--- src/rtl/cmd_frame_pkg.sv ---
// cmd_frame_pkg: shared types and constants for the command frame transmitter.
//   cmd_type_e  - command kinds carried on CMD_Type
//   state_e     - serializer bit-slot states
//   HDR_*       - frame header bytes per command kind
//   NB_*        - number of bytes per frame (header included)
//   build_frame - assembles the byte list of a frame, byte 0 sent first
package cmd_frame_pkg;

    typedef enum logic [1:0] {
        CMD_WR      = 2'b00,
        CMD_RD      = 2'b01,
        CMD_ALU_OP  = 2'b10,
        CMD_ALU_NOP = 2'b11
    } cmd_type_e;

    typedef enum logic [2:0] {
        S_IDLE,
        S_START,
        S_DATA,
        S_PARITY,
        S_STOP
    } state_e;

    localparam logic [7:0] HDR_WR      = 8'hAA;
    localparam logic [7:0] HDR_RD      = 8'hBB;
    localparam logic [7:0] HDR_ALU_OP  = 8'hCC;
    localparam logic [7:0] HDR_ALU_NOP = 8'hDD;

    localparam logic [2:0] NB_WR      = 3'd3;
    localparam logic [2:0] NB_RD      = 3'd2;
    localparam logic [2:0] NB_ALU_OP  = 3'd4;
    localparam logic [2:0] NB_ALU_NOP = 3'd2;

    // Byte 0 occupies the low bits and goes out first.
    typedef logic [3:0][7:0] frame_t;

    function automatic frame_t build_frame(input cmd_type_e t, input logic [7:0] addr,
                                           input logic [7:0] opa, input logic [7:0] opb,
                                           input logic [7:0] fun);
        frame_t f;
        f = '0;
        case (t)
            CMD_WR:     begin f[0] = HDR_WR;     f[1] = addr; f[2] = opa; end
            CMD_RD:     begin f[0] = HDR_RD;     f[1] = addr; end
            CMD_ALU_OP: begin f[0] = HDR_ALU_OP; f[1] = opa;  f[2] = opb; f[3] = fun; end
            default:    begin f[0] = HDR_ALU_NOP; f[1] = fun; end
        endcase
        return f;
    endfunction

    function automatic logic [2:0] frame_len(input cmd_type_e t);
        case (t)
            CMD_WR:     return NB_WR;
            CMD_RD:     return NB_RD;
            CMD_ALU_OP: return NB_ALU_OP;
            default:    return NB_ALU_NOP;
        endcase
    endfunction

endpackage

--- src/rtl/cmd_frame_tx_if.sv ---
// cmd_frame_tx_if: command request bus (valid/ready handshake plus fields).
//   master - command source; slave - cmd_frame_tx.
interface cmd_frame_tx_if #(
    parameter int DATA_WID = 8,
    parameter int ADDR_WID = 4
);
    logic                CMD_Valid;
    logic                CMD_Ready;
    logic [1:0]          CMD_Type;
    logic [ADDR_WID-1:0] CMD_Addr;
    logic [DATA_WID-1:0] CMD_OpA;
    logic [DATA_WID-1:0] CMD_OpB;
    logic [3:0]          CMD_Fun;
    logic                PAR_EN;
    logic                PAR_TYP;

    modport master (
        output CMD_Valid, CMD_Type, CMD_Addr, CMD_OpA, CMD_OpB, CMD_Fun, PAR_EN, PAR_TYP,
        input  CMD_Ready
    );

    modport slave (
        input  CMD_Valid, CMD_Type, CMD_Addr, CMD_OpA, CMD_OpB, CMD_Fun, PAR_EN, PAR_TYP,
        output CMD_Ready
    );
endinterface

--- src/rtl/uart_byte_ser.sv ---
// uart_byte_ser: serializes one byte per load as start(0), 8 data bits LSB
// first, optional parity, stop(1). A load during the stop slot chains the
// next byte with no idle gap.
//   clk, rst_n      - bit clock, async active-low reset
//   load            - take byte_in/par_en/par_typ (honoured in IDLE or STOP)
//   byte_in         - byte to send
//   par_en, par_typ - parity enable, 0 even / 1 odd
//   state           - current bit slot (the bit now on tx)
//   tx              - registered serial output, 1 when idle
module uart_byte_ser
    import cmd_frame_pkg::*;
(
    input  logic       clk,
    input  logic       rst_n,
    input  logic       load,
    input  logic [7:0] byte_in,
    input  logic       par_en,
    input  logic       par_typ,
    output state_e     state,
    output logic       tx
);
    state_e     state_q, state_d;
    logic [7:0] sh_q, sh_d;
    logic [2:0] cnt_q, cnt_d;
    logic       par_bit_q, par_bit_d;
    logic       par_en_q, par_en_d;
    logic       tx_q, tx_d;

    always_comb begin
        state_d   = state_q;
        sh_d      = sh_q;
        cnt_d     = cnt_q;
        par_bit_d = par_bit_q;
        par_en_d  = par_en_q;
        case (state_q)
            S_IDLE, S_STOP: begin
                state_d = S_IDLE;
                if (load) begin
                    state_d   = S_START;
                    sh_d      = byte_in;
                    par_bit_d = (^byte_in) ^ par_typ;
                    par_en_d  = par_en;
                end
            end
            S_START: begin
                state_d = S_DATA;
                cnt_d   = '0;
            end
            S_DATA: begin
                cnt_d = cnt_q + 3'd1;
                sh_d  = sh_q >> 1;
                if (cnt_q == 3'd7)
                    state_d = par_en_q ? S_PARITY : S_STOP;
            end
            S_PARITY: state_d = S_STOP;
            default:  state_d = S_IDLE;
        endcase

        // tx is registered, so it is chosen from the slot being entered.
        case (state_d)
            S_START:  tx_d = 1'b0;
            S_DATA:   tx_d = sh_d[0];
            S_PARITY: tx_d = par_bit_q;
            default:  tx_d = 1'b1;
        endcase
    end

    always_ff @(posedge clk or negedge rst_n) begin
        if (!rst_n) begin
            state_q   <= S_IDLE;
            sh_q      <= '0;
            cnt_q     <= '0;
            par_bit_q <= 1'b0;
            par_en_q  <= 1'b0;
            tx_q      <= 1'b1;
        end else begin
            state_q   <= state_d;
            sh_q      <= sh_d;
            cnt_q     <= cnt_d;
            par_bit_q <= par_bit_d;
            par_en_q  <= par_en_d;
            tx_q      <= tx_d;
        end
    end

    assign state = state_q;
    assign tx    = tx_q;
endmodule

--- src/rtl/cmd_frame_tx.sv ---
// cmd_frame_tx: accepts a command on the bus, builds its byte frame and feeds
// the bytes back-to-back into uart_byte_ser.
//   CLK, RST   - bit clock, async active-low reset
//   bus        - command handshake and fields (slave side)
//   TX_OUT     - serial line
//   Busy       - frame in progress
//   Frame_Done - one-cycle pulse in the first idle cycle after a frame
module cmd_frame_tx
    import cmd_frame_pkg::*;
#(
    parameter int DATA_WID = 8,
    parameter int ADDR_WID = 4
) (
    input  logic               CLK,
    input  logic               RST,
    cmd_frame_tx_if.slave      bus,
    output logic               TX_OUT,
    output logic               Busy,
    output logic               Frame_Done
);
    frame_t              frame_q, frame_d, in_frame;
    logic [2:0]          len_q, len_d, idx_q, idx_d;
    logic                par_en_q, par_en_d, par_typ_q, par_typ_d;
    logic                ready_q, ready_d, done_q, done_d;
    logic                accept, more, ld, ld_par_en, ld_par_typ;
    logic [7:0]          ld_byte;
    logic [ADDR_WID-1:0] addr_w;
    logic [DATA_WID-1:0] opa_w, opb_w;
    state_e              ser_state;

    assign addr_w = bus.CMD_Addr;
    assign opa_w  = bus.CMD_OpA;
    assign opb_w  = bus.CMD_OpB;

    assign accept = bus.CMD_Valid & ready_q;
    assign more   = idx_q < len_q;

    always_comb begin
        in_frame   = build_frame(cmd_type_e'(bus.CMD_Type), 8'(addr_w), 8'(opa_w),
                                 8'(opb_w), 8'(bus.CMD_Fun));
        frame_d    = frame_q;
        len_d      = len_q;
        idx_d      = idx_q;
        par_en_d   = par_en_q;
        par_typ_d  = par_typ_q;
        ready_d    = ready_q;
        done_d     = 1'b0;
        ld         = 1'b0;
        ld_byte    = frame_q[idx_q[1:0]];
        ld_par_en  = par_en_q;
        ld_par_typ = par_typ_q;
        if (accept) begin
            // Header goes straight from the bus so the start bit follows next cycle.
            frame_d    = in_frame;
            len_d      = frame_len(cmd_type_e'(bus.CMD_Type));
            idx_d      = 3'd1;
            par_en_d   = bus.PAR_EN;
            par_typ_d  = bus.PAR_TYP;
            ready_d    = 1'b0;
            ld         = 1'b1;
            ld_byte    = in_frame[0];
            ld_par_en  = bus.PAR_EN;
            ld_par_typ = bus.PAR_TYP;
        end else if (ser_state == S_STOP) begin
            if (more) begin
                ld    = 1'b1;
                idx_d = idx_q + 3'd1;
            end else begin
                done_d  = 1'b1;
                ready_d = 1'b1;
            end
        end else if (ser_state == S_IDLE) begin
            ready_d = 1'b1;
        end
    end

    always_ff @(posedge CLK or negedge RST) begin
        if (!RST) begin
            frame_q   <= '0;
            len_q     <= '0;
            idx_q     <= '0;
            par_en_q  <= 1'b0;
            par_typ_q <= 1'b0;
            ready_q   <= 1'b0;
            done_q    <= 1'b0;
        end else begin
            frame_q   <= frame_d;
            len_q     <= len_d;
            idx_q     <= idx_d;
            par_en_q  <= par_en_d;
            par_typ_q <= par_typ_d;
            ready_q   <= ready_d;
            done_q    <= done_d;
        end
    end

    uart_byte_ser u_ser (
        .clk     (CLK),
        .rst_n   (RST),
        .load    (ld),
        .byte_in (ld_byte),
        .par_en  (ld_par_en),
        .par_typ (ld_par_typ),
        .state   (ser_state),
        .tx      (TX_OUT)
    );

    assign bus.CMD_Ready = ready_q;
    assign Busy          = (ser_state != S_IDLE);
    assign Frame_Done    = done_q;
endmodule

--- src/flat_wrapper.sv ---
// flat-port wrapper written by rule: the top's interface ports become plain ports
module cmd_frame_tx_flat import cmd_frame_pkg::*;
#(
    parameter int DATA_WID = 8,
    parameter int ADDR_WID = 4
)
  (CLK, RST, TX_OUT, Busy, Frame_Done, bus_CMD_Valid, bus_CMD_Type, bus_CMD_Addr, bus_CMD_OpA, bus_CMD_OpB, bus_CMD_Fun, bus_PAR_EN, bus_PAR_TYP, bus_CMD_Ready);
  cmd_frame_tx_if #(.DATA_WID(DATA_WID), .ADDR_WID(ADDR_WID)) bus_i ();
  input  logic CLK;
  input  logic RST;
  output logic TX_OUT;
  output logic Busy;
  output logic Frame_Done;
  input wire logic [$bits(bus_i.CMD_Valid)-1:0] bus_CMD_Valid;
  input wire logic [$bits(bus_i.CMD_Type)-1:0] bus_CMD_Type;
  input wire logic [$bits(bus_i.CMD_Addr)-1:0] bus_CMD_Addr;
  input wire logic [$bits(bus_i.CMD_OpA)-1:0] bus_CMD_OpA;
  input wire logic [$bits(bus_i.CMD_OpB)-1:0] bus_CMD_OpB;
  input wire logic [$bits(bus_i.CMD_Fun)-1:0] bus_CMD_Fun;
  input wire logic [$bits(bus_i.PAR_EN)-1:0] bus_PAR_EN;
  input wire logic [$bits(bus_i.PAR_TYP)-1:0] bus_PAR_TYP;
  output wire logic [$bits(bus_i.CMD_Ready)-1:0] bus_CMD_Ready;
  assign bus_i.CMD_Valid = bus_CMD_Valid;
  assign bus_i.CMD_Type = bus_CMD_Type;
  assign bus_i.CMD_Addr = bus_CMD_Addr;
  assign bus_i.CMD_OpA = bus_CMD_OpA;
  assign bus_i.CMD_OpB = bus_CMD_OpB;
  assign bus_i.CMD_Fun = bus_CMD_Fun;
  assign bus_i.PAR_EN = bus_PAR_EN;
  assign bus_i.PAR_TYP = bus_PAR_TYP;
  assign bus_CMD_Ready = bus_i.CMD_Ready;
  cmd_frame_tx #(.DATA_WID(DATA_WID), .ADDR_WID(ADDR_WID)) u_core (.CLK(CLK), .RST(RST), .bus(bus_i), .TX_OUT(TX_OUT), .Busy(Busy), .Frame_Done(Frame_Done));
endmodule
--- config.mk ---
export PLATFORM = sky130hd
export DESIGN_NAME = cmd_frame_tx_flat
export DESIGN_NICKNAME = d
export VERILOG_FILES = /design/src/rtl/cmd_frame_pkg.sv /design/src/rtl/cmd_frame_tx_if.sv /design/src/rtl/uart_byte_ser.sv /design/src/rtl/cmd_frame_tx.sv /design/src/flat_wrapper.sv
export SDC_FILE = /design/constraint.sdc
export NUM_CORES = 1
export LEC_CHECK = 0
export CORE_MARGIN = 2
export CORE_UTILIZATION = 50
export DETAILED_ROUTE_END_ITERATION = 10
export GPL_ROUTABILITY_DRIVEN = 0
export PLACE_DENSITY = 0.76
export SLEW_MARGIN = 20
export SYNTH_ARGS = -nofsm -noshare
export SYNTH_HDL_FRONTEND = slang
export SYNTH_SLANG_ARGS = --single-unit
--- constraint.sdc ---
create_clock -name CLK -period 1.8 [get_ports CLK]
set_input_delay 0.54 -clock CLK [delete_from_list [all_inputs] [get_ports CLK]]
set_output_delay 0.54 -clock CLK [all_outputs]
set_load 0.01 [all_outputs]
==> results of run 1 <==
## metrics by stage
stage	area (µm²)	total power, W	setup slack, ps	setup TNS [ps]	utilization
after detailed placement	3430	0.00506	-443	-7860	0.631
after global routing	3700	0.00658	-147	-997	0.680
final	3700	0.00617	-83.1	-430	0.680
after CTS	3600	0.00589	-61.3	-306	0.661
after floorplan	2780	0.00401	28.6	0	-
after global placement	3430	0.00495	-328	-6760	0.631
## logic make-up (layout without fill, tap and decap cells)
| kind of cell | Yosys count | count (layout) | synth area share |
|---|---|---|---|
| buf+inv | 20 | 92 | 0.0311 |
| mux | 25 | 25 | 0.113 |
| flops | 51 | 51 | 0.460 |
| simple gates | 77 | 77 | 0.124 |
| compound gates | 73 | 73 | 0.197 |
| fa+ha+maj | 5 | 5 | 0.0225 |
| xor+xnor | 15 | 15 | 0.0523 |
## metal layers
metal	vias up	wire length (µm)
li1	1104	-
met1	1138	2890
met2	68	3320
met3	9	256
met4	0	85
met5	-	0
## path summary, 6_finish.rpt
check	endpoint	cells after the start
max	u_core.u_ser.sh_q[3]$_DFFE_PN0P_	6
min	u_core.par_en_q$_DFF_PN0_	2
max reg2reg	u_core.u_ser.sh_q[3]$_DFFE_PN0P_	6
min reg2reg	u_core.u_ser.sh_q[7]$_DFFE_PN0P_	2
max in group asynchronous	u_core.frame_q[26]$_DFFE_PN0N_	2
min in group CLK	u_core.bus.CMD_Ready$_DFFE_PN0P_	2
## registers in the layout (all words and copies together), names as in the netlist, 3 cells and up
name,cells
u_core.frame_q,24
u_core.idx_q,3
u_core.len_q,3
u_core.u_ser.cnt_q,3
u_core.u_ser.sh_q,8
u_core.u_ser.state,3
## what timing repair did
item                                    in CTS  in global routing
gates resized for setup                     12                 21
endpoints found under the hold margin        0                  0
pin swaps                                    2                  9
endpoints found under the setup margin      17                 24
buffers inserted                             3                  5
## power by group through the flow
stage | Combinational [W] | Clock (W) | Sequential (W)
after detailed placement | 0.00306 | 0 | 0.00200
final | 0.00345 | 0.000713 | 0.00200
after global placement | 0.00296 | 0 | 0.00198
after global routing | 0.00377 | 0.000766 | 0.00205
after CTS | 0.00318 | 0.000724 | 0.00199
after floorplan | 0.00209 | 0 | 0.00192
## layout make-up
cell class                      instances  share of cell area
Sequential cell                        51               0.345
Clock inverter                          2             0.00439
Multi-Input combinational cell        195               0.409
Inverter                                4             0.00406
Clock buffer                            6              0.0223
Tap cell                               72              0.0243
Timing Repair Buffer                   80               0.191
## cell usage in the layout (no fill, tap or decap), drive strengths merged, types with 11 or more instances in the layout
cell type      instances
a21oi                 13
a22o                  13
buf                   47
clkdlybuf4s50         30
dfrtp                 50
mux2i                 19
nand2                 50
nor2                  11
o21ai                 24
xnor2                 11
==> results.sh, run 1 <==
export IMPL_status="finished with violations"
export IMPL_violations="setup timing"
export IMPL_clkPwrFrac=0.116
export IMPL_drc_errors=0
export IMPL_multiInputGateArea_mm2=0.00151
export IMPL_synth_edf_count=0
export IMPL_stdcell_count=410
export IMPL_async_flop_share=1.00
export IMPL_drt_iter0_drc=197
export IMPL_die_area_mm2=0.00616
export IMPL_seq_area_mm2=0.00128
export IMPL_timing_slew_headroom=0.701
export IMPL_grt_pass1_wl_mm=11.0
export IMPL_endpoint_kind="flip-flop"
export IMPL_yosysUniqueCellTypes=46
export IMPL_finClkSkew_ps=10.6
export IMPL_hold_ws_ps=204
export IMPL_p_switching_w=0.00243
export IMPL_rows=27
export IMPL_p_leak_nw=1.66
export IMPL_die_x_um=78.5
export IMPL_use_met3=0.0414
export IMPL_use_met1=0.292
export IMPL_crit_fanout=9
export IMPL_grt_total_usage=0.227
export IMPL_antenna_cells=0
export IMPL_postRouteAntennaNets=0
export IMPL_htreeDepth=2
export IMPL_fill_cells=433
export IMPL_fin_crit_ps=1880
export IMPL_drive_gt1_frac=0.263
export IMPL_hold_path_class="in2async"
export IMPL_r2r_slack_ps=-80
export IMPL_busiest_layer="met2"
export IMPL_slowest_delay_ps=390
export IMPL_rsz0062_at_grt="yes"
export IMPL_grt_pass1_vias=2364
export IMPL_io_buffers=34
export IMPL_first_pass_iters=4
export IMPL_finalWorstSetupSlack_ps=-83.1
export IMPL_cts_root_buf="clkbuf_8"
export IMPL_areaGrowthSynthToFinish_pct=33.4
export IMPL_synthesis_instances=266
export IMPL_use_met2=0.394
export IMPL_dpl_cell_count=394
export IMPL_arrival_ps=2070
export IMPL_post_synth_cell_area_avg_um2=10.4
export IMPL_slowest_stage="dfrtp_1"
export IMPL_antenna_found_initial=0
export IMPL_drv_cap=0
export IMPL_cts_sinks=51
export IMPL_internal_power_w=0.00374
export IMPL_path_clk_slew_ps=100
export IMPL_cts_tree="done"
export IMPL_nNetsFinal=373
export IMPL_vias_per_cell=5.66
export IMPL_hold_viol=0
export IMPL_synth_area_top_cells="dfrtp_1 45%, mux2i_1 6.9%, nand2_1 6.8%"
export IMPL_required_ps=1990
export IMPL_cts_buffers_inserted=5
export IMPL_critPathKind="reg2reg"
export IMPL_clock_path_buffers=2
export IMPL_critPathTopFamily="compound AO/OA/AOI/OAI gates"
export IMPL_initial_utilization=0.510
export IMPL_cts_hold_buf=0
export IMPL_grt_max_degree=29
export IMPL_num_vias=2319
export IMPL_setup_violations=8
export IMPL_syn_num_nets=302
export IMPL_ys_seq_area_frac=0.460
export IMPL_yosysTopAreaCellShare=0.451
export IMPL_die_h_um=78.5
export IMPL_peakVddDrop_uv=744
export IMPL_ys_top_cells_by_count="50 x dfrtp_1, 50 x nand2_1, 22 x o21ai_0, 19 x mux2i_1"
export IMPL_clk_latency_ps=310
export IMPL_worstMarginPinSlew_ps=446
export IMPL_crit_buf_inv=1
export IMPL_seqPwrFrac=0.324
export IMPL_dpl_hpwl_mm=4.86
export IMPL_slew_violations=0
export IMPL_crit_start="u_core.len_q[1]$_DFFE_PN0N_"
export IMPL_cp_cell_sequence="inv_2 -> ha_4 -> a21o_4 -> a2111oi_4 -> o21bai_4 -> a221o_1"
export IMPL_yosys_warnings=0
export IMPL_syn_area_mm2=0.00278
export IMPL_synth_ff_type="dfrtp_1"
export IMPL_swShare=0.394
export IMPL_core_area_mm2=0.00544
export IMPL_io_pins=35
export IMPL_ys_seq_elements=51
export IMPL_synth_top_cell_by_area="dfrtp_1"
export IMPL_timing_final_crit_share=1.05
export IMPL_wire_per_inst_um=16.0
export IMPL_startpoint_type="flip-flop"
export IMPL_max_freq_ghz=0.531
export IMPL_routed_wl_mm=6.55
export IMPL_r2r_start="u_core.len_q[1]$_DFFE_PN0N_"
export IMPL_powerDensity_mw_per_mm2=1670
export IMPL_grt_overflow_total=0
export IMPL_power_frac_comb=0.560
Note: power is estimated with default switching activity, not from simulation.
==> run 2, diff against run 1 <==
--- a/config.mk
+++ b/config.mk
@@ -5,10 +5,12 @@
 export SDC_FILE = /design/constraint.sdc
 export NUM_CORES = 1
 export LEC_CHECK = 0
+export ABC_AREA = 1
 export CORE_MARGIN = 2
 export CORE_UTILIZATION = 50
 export DETAILED_ROUTE_END_ITERATION = 10
 export GPL_ROUTABILITY_DRIVEN = 0
+export GPL_TIMING_DRIVEN = 1
 export PLACE_DENSITY = 0.76
 export SLEW_MARGIN = 20
 export SYNTH_ARGS = -nofsm -noshare
==> run 2 against run 1 <==
  * The flow now finishes without violations
  * Global-route usage is 0.84 points higher
  * Clock skew is 0.67 ps lower
  * Non-clock buffer count stayed put
  * Worst setup slack better by 130 ps
  * Sequential share of layout area is 0.091 points higher
  * Via count is 13% higher
  * Critical path depth is 5 lower
  * Final cell count is 24% higher
  * Register-to-register slack better by 180 ps
  * First-iteration DRC count is 21% lower
==> results.sh, run 2 <==
export IMPL_power_frac_comb=0.530
export IMPL_vias_per_cell=5.16
export IMPL_drt_iter0_drc=156
export IMPL_cp_cell_sequence="clkdlybuf4s50_1"
export IMPL_ys_top_cells_by_count="128 x nand2_1, 50 x dfrtp_1, 36 x inv_1, 32 x nand3_1, 15 x nor2_1"
export IMPL_ys_seq_area_frac=0.464
export IMPL_num_vias=2627
export IMPL_final_core_util=0.684
export IMPL_endpoint_kind="primary output"
export IMPL_startpoint_type="flip-flop"
export IMPL_syn_num_nets=394
export IMPL_ys_seq_elements=51
export IMPL_dpl_cell_count=493
export IMPL_arrival_ps=1220
export IMPL_die_area_mm2=0.00612
export IMPL_slowest_stage="clkdlybuf4s50_1"
export IMPL_timing_final_crit_share=0.976
export IMPL_grt_pass1_wl_mm=11.4
export IMPL_cts_root_buf="clkbuf_8"
export IMPL_powerDensity_mw_per_mm2=1480
export IMPL_final_cell_mix="123 x nand2_1, 48 x dfrtp_1, 43 x buf_4"
export IMPL_synthesis_instances=358
export IMPL_timing_slew_headroom=0.744
export IMPL_synthMostInstantiatedCell="nand2_1"
export IMPL_nNetsFinal=472
export IMPL_rows=27
export IMPL_die_x_um=78.2
export IMPL_slowest_delay_ps=540
export IMPL_post_synth_cell_area_avg_um2=7.69
export IMPL_status="finished clean"
export IMPL_initial_utilization=0.509
export IMPL_critPathKind="reg2out"
export IMPL_async_flop_share=1.00
export IMPL_p_leak_nw=1.86
export IMPL_hold_viol=0
export IMPL_drive_gt1_frac=0.224
export IMPL_clkPwrFrac=0.149
export IMPL_fin_crit_ps=1760
export IMPL_grt_overflow_total=0
export IMPL_antenna_found_initial=0
export IMPL_swShare=0.410
export IMPL_yosysTopAreaCellShare=0.454
export IMPL_synth_area_top_cells="dfrtp_1 45%, nand2_1 17%, nand3_1 5.8%"
export IMPL_cts_hold_buf=0
export IMPL_wire_per_inst_um=13.2
export IMPL_first_pass_iters=4
export IMPL_areaGrowthSynthToFinish_pct=34.3
export IMPL_routed_wl_mm=6.74
export IMPL_p_switching_w=0.00224
export IMPL_rsz0062_at_grt="yes"
export IMPL_cts_buffers_inserted=5
export IMPL_crit_fanout=2
export IMPL_cts_sinks=51
export IMPL_seq_area_mm2=0.00128
export IMPL_syn_area_mm2=0.00275
export IMPL_largestRegisters="u_core.frame_q: 24 flops, u_core.u_ser.sh_q: 8 flops"
export IMPL_setup_violations=0
export IMPL_max_freq_ghz=0.569
export IMPL_largest_register_ffs=24
export IMPL_grt_max_degree=32
export IMPL_crit_buf_inv=1
export IMPL_r2r_start="u_core.idx_q[1]$_DFFE_PN0P_"
export IMPL_multiInputGateArea_mm2=0.00134
export IMPL_grt_total_usage=0.235
export IMPL_htreeDepth=2
export IMPL_synth_edf_count=0
export IMPL_tns_ps=0
export IMPL_worstMarginPinSlew_ps=384
export IMPL_synth_ff_type="dfrtp_1"
export IMPL_postRouteAntennaNets=0
export IMPL_drv_cap=0
export IMPL_grt_pass1_vias=2551
export IMPL_critPathTopFamily="buffers and inverters"
export IMPL_yosys_warnings=0
export IMPL_required_ps=1260
export IMPL_r2r_slack_ps=100
export IMPL_fill_cells=449
export IMPL_drc_errors=0
export IMPL_final_common_cell="nand2_1"
export IMPL_stdcell_count=509
export IMPL_cts_tree="done"
export IMPL_core_area_mm2=0.00541
export IMPL_io_pins=35
export IMPL_hold_path_class="in2async"
export IMPL_seqPwrFrac=0.321
export IMPL_slew_violations=0
export IMPL_die_h_um=78.2
export IMPL_io_buffers=34
export IMPL_synth_top_cell_by_area="dfrtp_1"
export IMPL_finClkSkew_ps=9.96
export IMPL_path_clk_slew_ps=100
export IMPL_yosysUniqueCellTypes=35
export IMPL_clock_path_buffers=2
export IMPL_max_flop_register="u_core.frame_q"
export IMPL_clk_latency_ps=310
export IMPL_antenna_cells=0
export IMPL_internal_power_w=0.00322
export IMPL_crit_start="u_core.bus.CMD_Ready$_DFFE_PN0P_"
export IMPL_dpl_hpwl_mm=4.93
export IMPL_peakVddDrop_uv=614
run 2: cell count changes after synthesis, moves of 10 or more:
cell and change:
nand2_1 +78, o21ai_0 -10, a22o_1 -10, xnor2_1 -11, o211ai_1 +11, inv_1 +33, mux2i_1 -19, nand3_1 +31
run 2: layout make-up:
| class | instances | share of cell area |
|---|---|---|
| sequential | 51 | 0.346 |
| clock buffer | 5 | 0.0186 |
| timing repair inverter | 1 | 0.00135 |
| timing repair buffer | 80 | 0.192 |
| inverter | 42 | 0.0440 |
| multi-input combinational | 255 | 0.362 |
| tap | 72 | 0.0244 |
| clock inverter | 3 | 0.0118 |
run 2: power groups by stage:
stage	Sequential, W	Combinational [W]	Clock (W)
global placement	0.00175	0.00255	0
CTS	0.00173	0.00265	0.000816
detailed placement	0.00176	0.00263	0
floorplan	0.00172	0.00166	0
global route	0.00179	0.00327	0.000859
finish	0.00175	0.00289	0.000814
run 2: path summary, 6_finish.rpt:
kind,endpoint,cells past startpoint
worst max-delay path,bus_CMD_Ready,1
worst min-delay path,u_core.u_ser.cnt_q[2]$_DFFE_PN0P_,2
worst max register to register,u_core.u_ser.tx$_DFF_PN1_,10
worst min register to register,u_core.frame_q[3]$_DFFE_PN0N_,1
max in group asynchronous,u_core.idx_q[1]$_DFFE_PN0P_,2
min in group CLK,u_core.frame_q[3]$_DFFE_PN0N_,1
run 2: routing by layer:
metal,GRT usage,vias to the layer above,part of all wire
met4,0.0842,0,0.016
met5,0,-,0
met1,0.306,1243,0.46
li1,-,1311,-
met2,0.406,64,0.49
met3,0.0276,9,0.038
run 2: timing repair:
item | in CTS | in global routing
pin swaps | 2 | 3
gates resized for setup | 3 | 25
gates cloned | 0 | 1
setup buffers | 2 | 5
setup endpoints to repair | 8 | 25
run 2: cell families (layout without fill, tap and decap cells):
family / after synthesis / in the layout / synth area share
flops: 51 / 51 / 0.464
buf+inv: 52 / 131 / 0.0791
simple gates: 199 / 199 / 0.315
fa+ha+maj: 5 / 5 / 0.0227
compound gates: 51 / 51 / 0.119
run 2: through the flow:
stage | worst slack, ps | cell area, µm² | hold WS [ps] | total power, W
3_5_place_dp | -459 | 3440 | 456 | 0.00439
5_1_grt | -89.5 | 3700 | 214 | 0.00592
2_1_floorplan | 126 | 2750 | 244 | 0.00338
3_3_place_gp | -415 | 3440 | 455 | 0.00430
4_1_cts | 0.241 | 3560 | 195 | 0.00520
6_report | 42.9 | 3700 | 187 | 0.00546
==> run 3, diff against run 2 <==
--- a/config.mk
+++ b/config.mk
@@ -11,7 +11,7 @@
 export DETAILED_ROUTE_END_ITERATION = 10
 export GPL_ROUTABILITY_DRIVEN = 0
 export GPL_TIMING_DRIVEN = 1
-export PLACE_DENSITY = 0.76
+export PLACE_DENSITY = 0.83
 export SLEW_MARGIN = 20
 export SYNTH_ARGS = -nofsm -noshare
 export SYNTH_HDL_FRONTEND = slang
==> run 3 against run 2 <==
  * The flow now finishes with violations (setup timing)
  * Sequential power about the same
  * Wire length is 12% higher
  * Critical path depth is 13 higher
  * Critical path type is now reg2reg
  * Global-route usage decreased by 1.5 points
  * Via count rose by 7.4%
  * Sequential cell count unchanged
==> results.sh, run 3 (synthesized netlist as in run 2, its figures left out) <==
export IMPL_status="finished with violations"
export IMPL_violations="setup timing"
export IMPL_io_buffers=34
export IMPL_r2r_start="u_core.bus.CMD_Ready$_DFFE_PN0P_"
export IMPL_routed_wl_mm=7.55
export IMPL_seqPwrFrac=0.308
export IMPL_top_layer_used="met4"
export IMPL_startpoint_type="flip-flop"
export IMPL_finClkSkew_ps=14.7
export IMPL_powerDensity_mw_per_mm2=1490
export IMPL_clock_path_buffers=2
export IMPL_drv_cap=0
export IMPL_areaGrowthSynthToFinish_pct=38.1
export IMPL_crit_start="u_core.bus.CMD_Ready$_DFFE_PN0P_"
export IMPL_cts_hold_buf=0
export IMPL_drt_iter0_drc=179
export IMPL_largest_register_ffs=24
export IMPL_cts_buffers_inserted=5
export IMPL_clkPwrFrac=0.119
export IMPL_wl_met1_mm=2.97
export IMPL_worstMarginPinSlew_ps=355
export IMPL_clk_latency_ps=310
export IMPL_required_ps=2000
export IMPL_first_pass_iters=5
export IMPL_drive_gt1_frac=0.259
export IMPL_rsz0062_at_grt="yes"
export IMPL_final_area_mm2=0.00380
export IMPL_cts_root_buf="clkbuf_8"
export IMPL_finalWorstSetupSlack_ps=-5.56
export IMPL_postRouteAntennaNets=0
export IMPL_vias_per_cell=5.47
export IMPL_setup_violations=1
export IMPL_rows=27
export IMPL_core_area_mm2=0.00541
export IMPL_io_pins=35
export IMPL_wire_per_inst_um=14.6
export IMPL_hold_path_class="in2async"
export IMPL_endpoint_kind="flip-flop"
export IMPL_num_vias=2821
export IMPL_grt_pass1_vias=2470
export IMPL_internal_power_w=0.00324
export IMPL_drc_errors=0
export IMPL_hold_viol=0
export IMPL_grt_pass1_wl_mm=10.8
export IMPL_final_cell_mix="114 x nand2_1, 50 x dfrtp_1, 47 x buf_4"
export IMPL_power_frac_comb=0.573
export IMPL_arrival_ps=2010
export IMPL_max_freq_ghz=0.554
export IMPL_swShare=0.426
export IMPL_fin_crit_ps=1810
export IMPL_tns_ps=-5.56
export IMPL_wl_met3_um=411
export IMPL_timing_final_crit_share=1.00
export IMPL_die_h_um=78.2
export IMPL_max_flop_register="u_core.frame_q"
export IMPL_cts_tree="done"
export IMPL_grt_max_degree=52
export IMPL_wl_met2_mm=4.02
export IMPL_p_switching_w=0.00241
export IMPL_timing_slew_headroom=0.761
export IMPL_crit_fanout=8
export IMPL_final_core_util=0.704
export IMPL_seq_area_mm2=0.00128
export IMPL_die_x_um=78.2
export IMPL_grt_overflow_total=0
export IMPL_critPathKind="reg2reg"
export IMPL_cts_sinks=51
export IMPL_initial_utilization=0.509
export IMPL_multiInputGateArea_mm2=0.00138
export IMPL_post_dp_cell_area_mm2=0.00342
export IMPL_p_leak_nw=1.90
export IMPL_htreeDepth=2
export IMPL_dpl_hpwl_mm=4.81
export IMPL_peakVddDrop_uv=676
export IMPL_antenna_cells=0
export IMPL_nNetsFinal=479
export IMPL_antenna_found_initial=0
export IMPL_fill_cells=407
export IMPL_grt_total_usage=0.220
export IMPL_final_common_cell="nand2_1"
export IMPL_largestRegisters="u_core.frame_q: 24 flops, u_core.u_ser.sh_q: 8 flops"
export IMPL_slew_violations=0
export IMPL_die_area_mm2=0.00612
export IMPL_path_clk_slew_ps=100
-- run 3: changes by cell type in the layout (fill, tap and decap cells not counted), moves of 2 or more --
cell	before	now
nor2_1	15	13
a22oi_2	2	0
inv_4	0	2
dfrtp_1	48	50
nor2_2	4	6
buf_6	1	3
a22oi_1	2	4
nand2_2	9	17
nand2_1	123	114
dfrtp_2	2	0
buf_4	43	47
-- run 3: power groups by stage --
stage	Clock, W	Sequential (W)	Combinational, W
after global placement	0	0.00175	0.00252
after CTS	0.000675	0.00172	0.00273
after floorplan	0	0.00172	0.00166
after global routing	0.000734	0.00177	0.00355
after detailed placement	0	0.00175	0.00259
final	0.000676	0.00174	0.00324
-- run 3: cell type report --
type / count / share of cell area
Clock buffer: 5 / 0.0181
Clock inverter: 3 / 0.00493
Inverter: 42 / 0.0441
Multi-Input combinational cell: 255 / 0.362
Sequential cell: 51 / 0.336
Tap cell: 72 / 0.0237
Timing Repair Buffer: 88 / 0.211
-- run 3: path summary, 6_finish.rpt --
path	end	slack, ps	cells after the start
setup / recovery	u_core.u_ser.par_bit_q$_DFFE_PN0N_	-6	14
hold / removal	u_core.u_ser.cnt_q[0]$_DFFE_PN0P_	180	2
setup reg to reg	u_core.u_ser.par_bit_q$_DFFE_PN0N_	-6	14
hold reg to reg	u_core.frame_q[3]$_DFFE_PN0N_	490	1
max in group asynchronous	u_core.u_ser.tx$_DFF_PN1_	1320	2
min in group CLK	u_core.frame_q[3]$_DFFE_PN0N_	490	1
-- run 3: critical path: stages (launching register included) --
cell and delay (ps):
dfrtp_1 410, buf_6 140, nand2_8 120, buf_12 130
nand2_1 70, inv_2 100, nand2_1 100, nand2_2 110
nand2_2 80, nand3_2 90, nand3_2 90, nand2_1 70
nand2_1 50, nand3_1 80, nand2_1 50
-- run 3: metal layers --
layer  global-route usage  up-vias
li1                     -     1322
met1                0.280     1371
met2                0.391      112
met3               0.0425       16
met4               0.0439        0
met5                    0        -
-- run 3: repair_timing --
action | CTS | global route
pin swaps | 5 | 19
setup buffers | 10 | 6
setup endpoints to repair | 12 | 13
endpoints found under the hold margin | 0 | 0
resized for setup | 5 | 39
gates cloned | 0 | 1
-- run 3: per-stage QoR --
stage | std cells | hold slack [ps] | total power, W | setup WS, ps
after global placement | 491 | 454 | 0.00426 | -425
final | 516 | 179 | 0.00566 | -5.56
after CTS | 509 | 221 | 0.00513 | 18.0
after global routing | 516 | 206 | 0.00606 | -116
after floorplan | 358 | 244 | 0.00338 | 126
after detailed placement | 491 | 474 | 0.00435 | -478
==> RTL change: new RTL, flow settings as in run 2 <==
`ADDR_WID` is set to 4 in 3 places; all go to 2.
--- a/src/rtl/cmd_frame_tx_if.sv
+++ b/src/rtl/cmd_frame_tx_if.sv
@@ -2,7 +2,7 @@
 //   master - command source; slave - cmd_frame_tx.
 interface cmd_frame_tx_if #(
     parameter int DATA_WID = 8,
-    parameter int ADDR_WID = 4
+    parameter int ADDR_WID = 2
 );
     logic                CMD_Valid;
     logic                CMD_Ready;
--- a/src/rtl/cmd_frame_tx.sv
+++ b/src/rtl/cmd_frame_tx.sv
@@ -9,7 +9,7 @@
     import cmd_frame_pkg::*;
 #(
     parameter int DATA_WID = 8,
-    parameter int ADDR_WID = 4
+    parameter int ADDR_WID = 2
 ) (
     input  logic               CLK,
     input  logic               RST,
--- a/src/flat_wrapper.sv
+++ b/src/flat_wrapper.sv
@@ -2,7 +2,7 @@
 module cmd_frame_tx_flat import cmd_frame_pkg::*;
 #(
     parameter int DATA_WID = 8,
-    parameter int ADDR_WID = 4
+    parameter int ADDR_WID = 2
 )
   (CLK, RST, TX_OUT, Busy, Frame_Done, bus_CMD_Valid, bus_CMD_Type, bus_CMD_Addr, bus_CMD_OpA, bus_CMD_OpB, bus_CMD_Fun, bus_PAR_EN, bus_PAR_TYP, bus_CMD_Ready);
   cmd_frame_tx_if #(.DATA_WID(DATA_WID), .ADDR_WID(ADDR_WID)) bus_i ();
Interface: changed (resized bus_CMD_Addr); port bits go from 35 to 33. The function was not compared with the original's and may differ.
==> RTL change against run 2 <==
  * Fmax grew 2.4%
  * Core utilization grew 1.0 points
  * Setup slack gained 41 ps
  * Final area shrank 2.9%
  * Via count shrank 4.1%
  * Wire length grew 0.70%
  * Total power shrank 7.4%
  * Sequential cell count is the same
  * Area after synthesis shrank 1.7%
  * Largest cell class is now flip-flops and latches
==> RTL change: results (changes against run 2) <==
* Synth warnings at 0 (unchanged)
* Critical R2R Capture: u_core.u_ser.tx$_DFF_PN1_
* Status: finished clean
* Port Buffer Count at 32 (-5.9%)
* H-Tree Depth at 2 (unchanged)
* Final std cells w/o fill at 490 (-3.7%)
* Max Root-Sink Buffers at 2 (unchanged)
* Largest regs: u_core.frame_q (24), u_core.u_ser.sh_q (8)
* Post-detail-place hpwl at 4940 µm (+0.32%)
* Top cell types by occurrence after synthesis: 118 x nand2_1, 50 x dfrtp_1, 41 x inv_1
* Relative slew slack at 0.666 (-0.0785)
* Critical path data arrival time at 1180 ps (-40 ps)
* N_diodes at 0 (unchanged)
* Clk_skew at 11.1 ps (+1.10 ps)
* Yosys cell types at 37 (+5.7%)
* Critical register-to-register path startpoint: u_core.len_q[2]$_DFFE_PN0P_
* CTS Buf Count at 5 (unchanged)
* Syn Nets at 375 (-4.8%)
* Post-DR vias/cell at 5.14 (-0.43%)
* Worst Hold Class: input port to async pin
* Cells after Synth at 341 (-4.7%)
* Global-route wire length before repair at 11200 µm (-1.6%)
* Placed Area at 0.00337 mm² (-1.8%)
* Max FO, Critical Path at 2 (unchanged)
* Largest net degree at the start of global routing at 20 (-38%)
* Root buf cell: clkbuf_8
* Vias in the first global route at 2491 (-2.4%)
* Seq/Total Area, Yosys at 0.472 (+0.00815)
* Slowest CP cell: dfrtp_2
* Detailed Routing Iterations Pass 1 at 4 (unchanged)
* Nets at 453 (-4.0%)
* Clock Latency Late Sink at 310 ps (about the same)
* Asr flop ratio synth at 1.00 (unchanged)
* FILL cells at 432 (-3.8%)
* Top FF cell, synth: dfrtp_1
* Worst ir drop on vdd at 0.000608 V (-0.94%)
* Share of layout cells above drive strength 1 at 0.226 (+0.00193)
* Top post-synthesis cells by area: dfrtp_1 46%, nand2_1 16%, nand3_1 5.9%
* Delay of the slowest critical-path stage at 450 ps (-90 ps)
* Initial drt markers at 145 (-7.1%)
* Routed wire length at 6780 µm (+0.70%)
* Reg2Reg Depth at 13 (+3)
* Clock slew at reported path FFs at 90 ps
* Number of instances in the placed design at 473 (-4.1%)
* P_leak at 1.84 nW (-1.3%)
* Reg2reg setup slack at around 90 ps
* Initial antenna violation count at 0 (unchanged)
* Total track usage at 0.237 (+0.00169)
* GRT Residual Overflow at 0 (unchanged)
==> RTL change: cell count changes after synthesis, sizes merged, moves of 3 or more <==
cell / delta
a21oi: -5
inv: +5
nand2: -9
nand3: +3
nor2: -11
o21ai: +4
==> RTL change: worst max-delay path by stage <==
stage | endpoint | startpoint | cells past startpoint
global placement | u_core.u_ser.par_bit_q$_DFFE_PN0N_ | bus_CMD_Valid | 11
global route | u_core.u_ser.tx$_DFF_PN1_ | u_core.len_q[2]$_DFFE_PN0P_ | 13
finish | Busy | u_core.u_ser.state[0]$_DFF_PN0_ | 3
detailed placement | u_core.u_ser.par_bit_q$_DFFE_PN0N_ | bus_CMD_Valid | 11
floorplan | u_core.u_ser.par_bit_q$_DFFE_PN0N_ | bus_CMD_Valid | 12
CTS | u_core.u_ser.tx$_DFF_PN1_ | u_core.idx_q[2]$_DFFE_PN0P_ | 12
==> RTL change: per-layer routing <==
metal  routed length (µm)  track usage
met5                    0            0
met4                   56       0.0643
met3                  290       0.0477
met2                 3550        0.423
met1                 2890        0.291
==> RTL change: kinds of logic (layout without fill, tap and decap cells) <==
kind of cell | count (synthesis) | count (layout) | synth area share
and+or+nand+nor | 179 | 179 | 0.301
buffers and inverters | 57 | 136 | 0.0902
DFF | 51 | 51 | 0.472
AOI/OAI and AO/OA | 49 | 49 | 0.114
adders and majority gates | 5 | 5 | 0.0231
==> RTL change: report_power, final <==
group	switching (mW)	internal (mW)	leakage (nW)
Combinational	1.49	1.15	1.15
Sequential	0.205	1.53	0.640
Clock	0.369	0.311	0.0482
==> RTL change: area by class of cell <==
cell class	instances	area (µm²)	area share
Sequential cell	51	1280	0.357
Multi-Input combinational cell	233	1220	0.341
Timing Repair Buffer	80	709	0.198
Inverter	47	191	0.0533
Tap cell	70	87.6	0.0244
Clock buffer	7	86.3	0.0240
Clock inverter	1	5.00	0.00139
Timing Repair inverter	1	5.00	0.00139
==> RTL change: critical path: cells and delay by family, from the launching register on <==
family,cells,cell delay (ps)
and+or+nand+nor,2,150
DFF,1,450
buffers and inverters,1,270
==> RTL change: per-stage QoR <==
stage	total power [mW]	worst slack, ps	hold WS (ps)
2_1_floorplan	3.31	186	244
5_1_grt	5.46	-16.8	210
6_report	5.05	84.1	191
3_3_place_gp	4.12	-366	454
3_5_place_dp	4.23	-428	457
4_1_cts	4.96	4.08	191
==> RTL change: timing repair <==
item / CTS / global route
setup buffers: 2 / 5
cloned: 1 / 1
setup endpoints to repair: 6 / 27
pin swaps: 3 / 1
gates resized for setup: 14 / 13
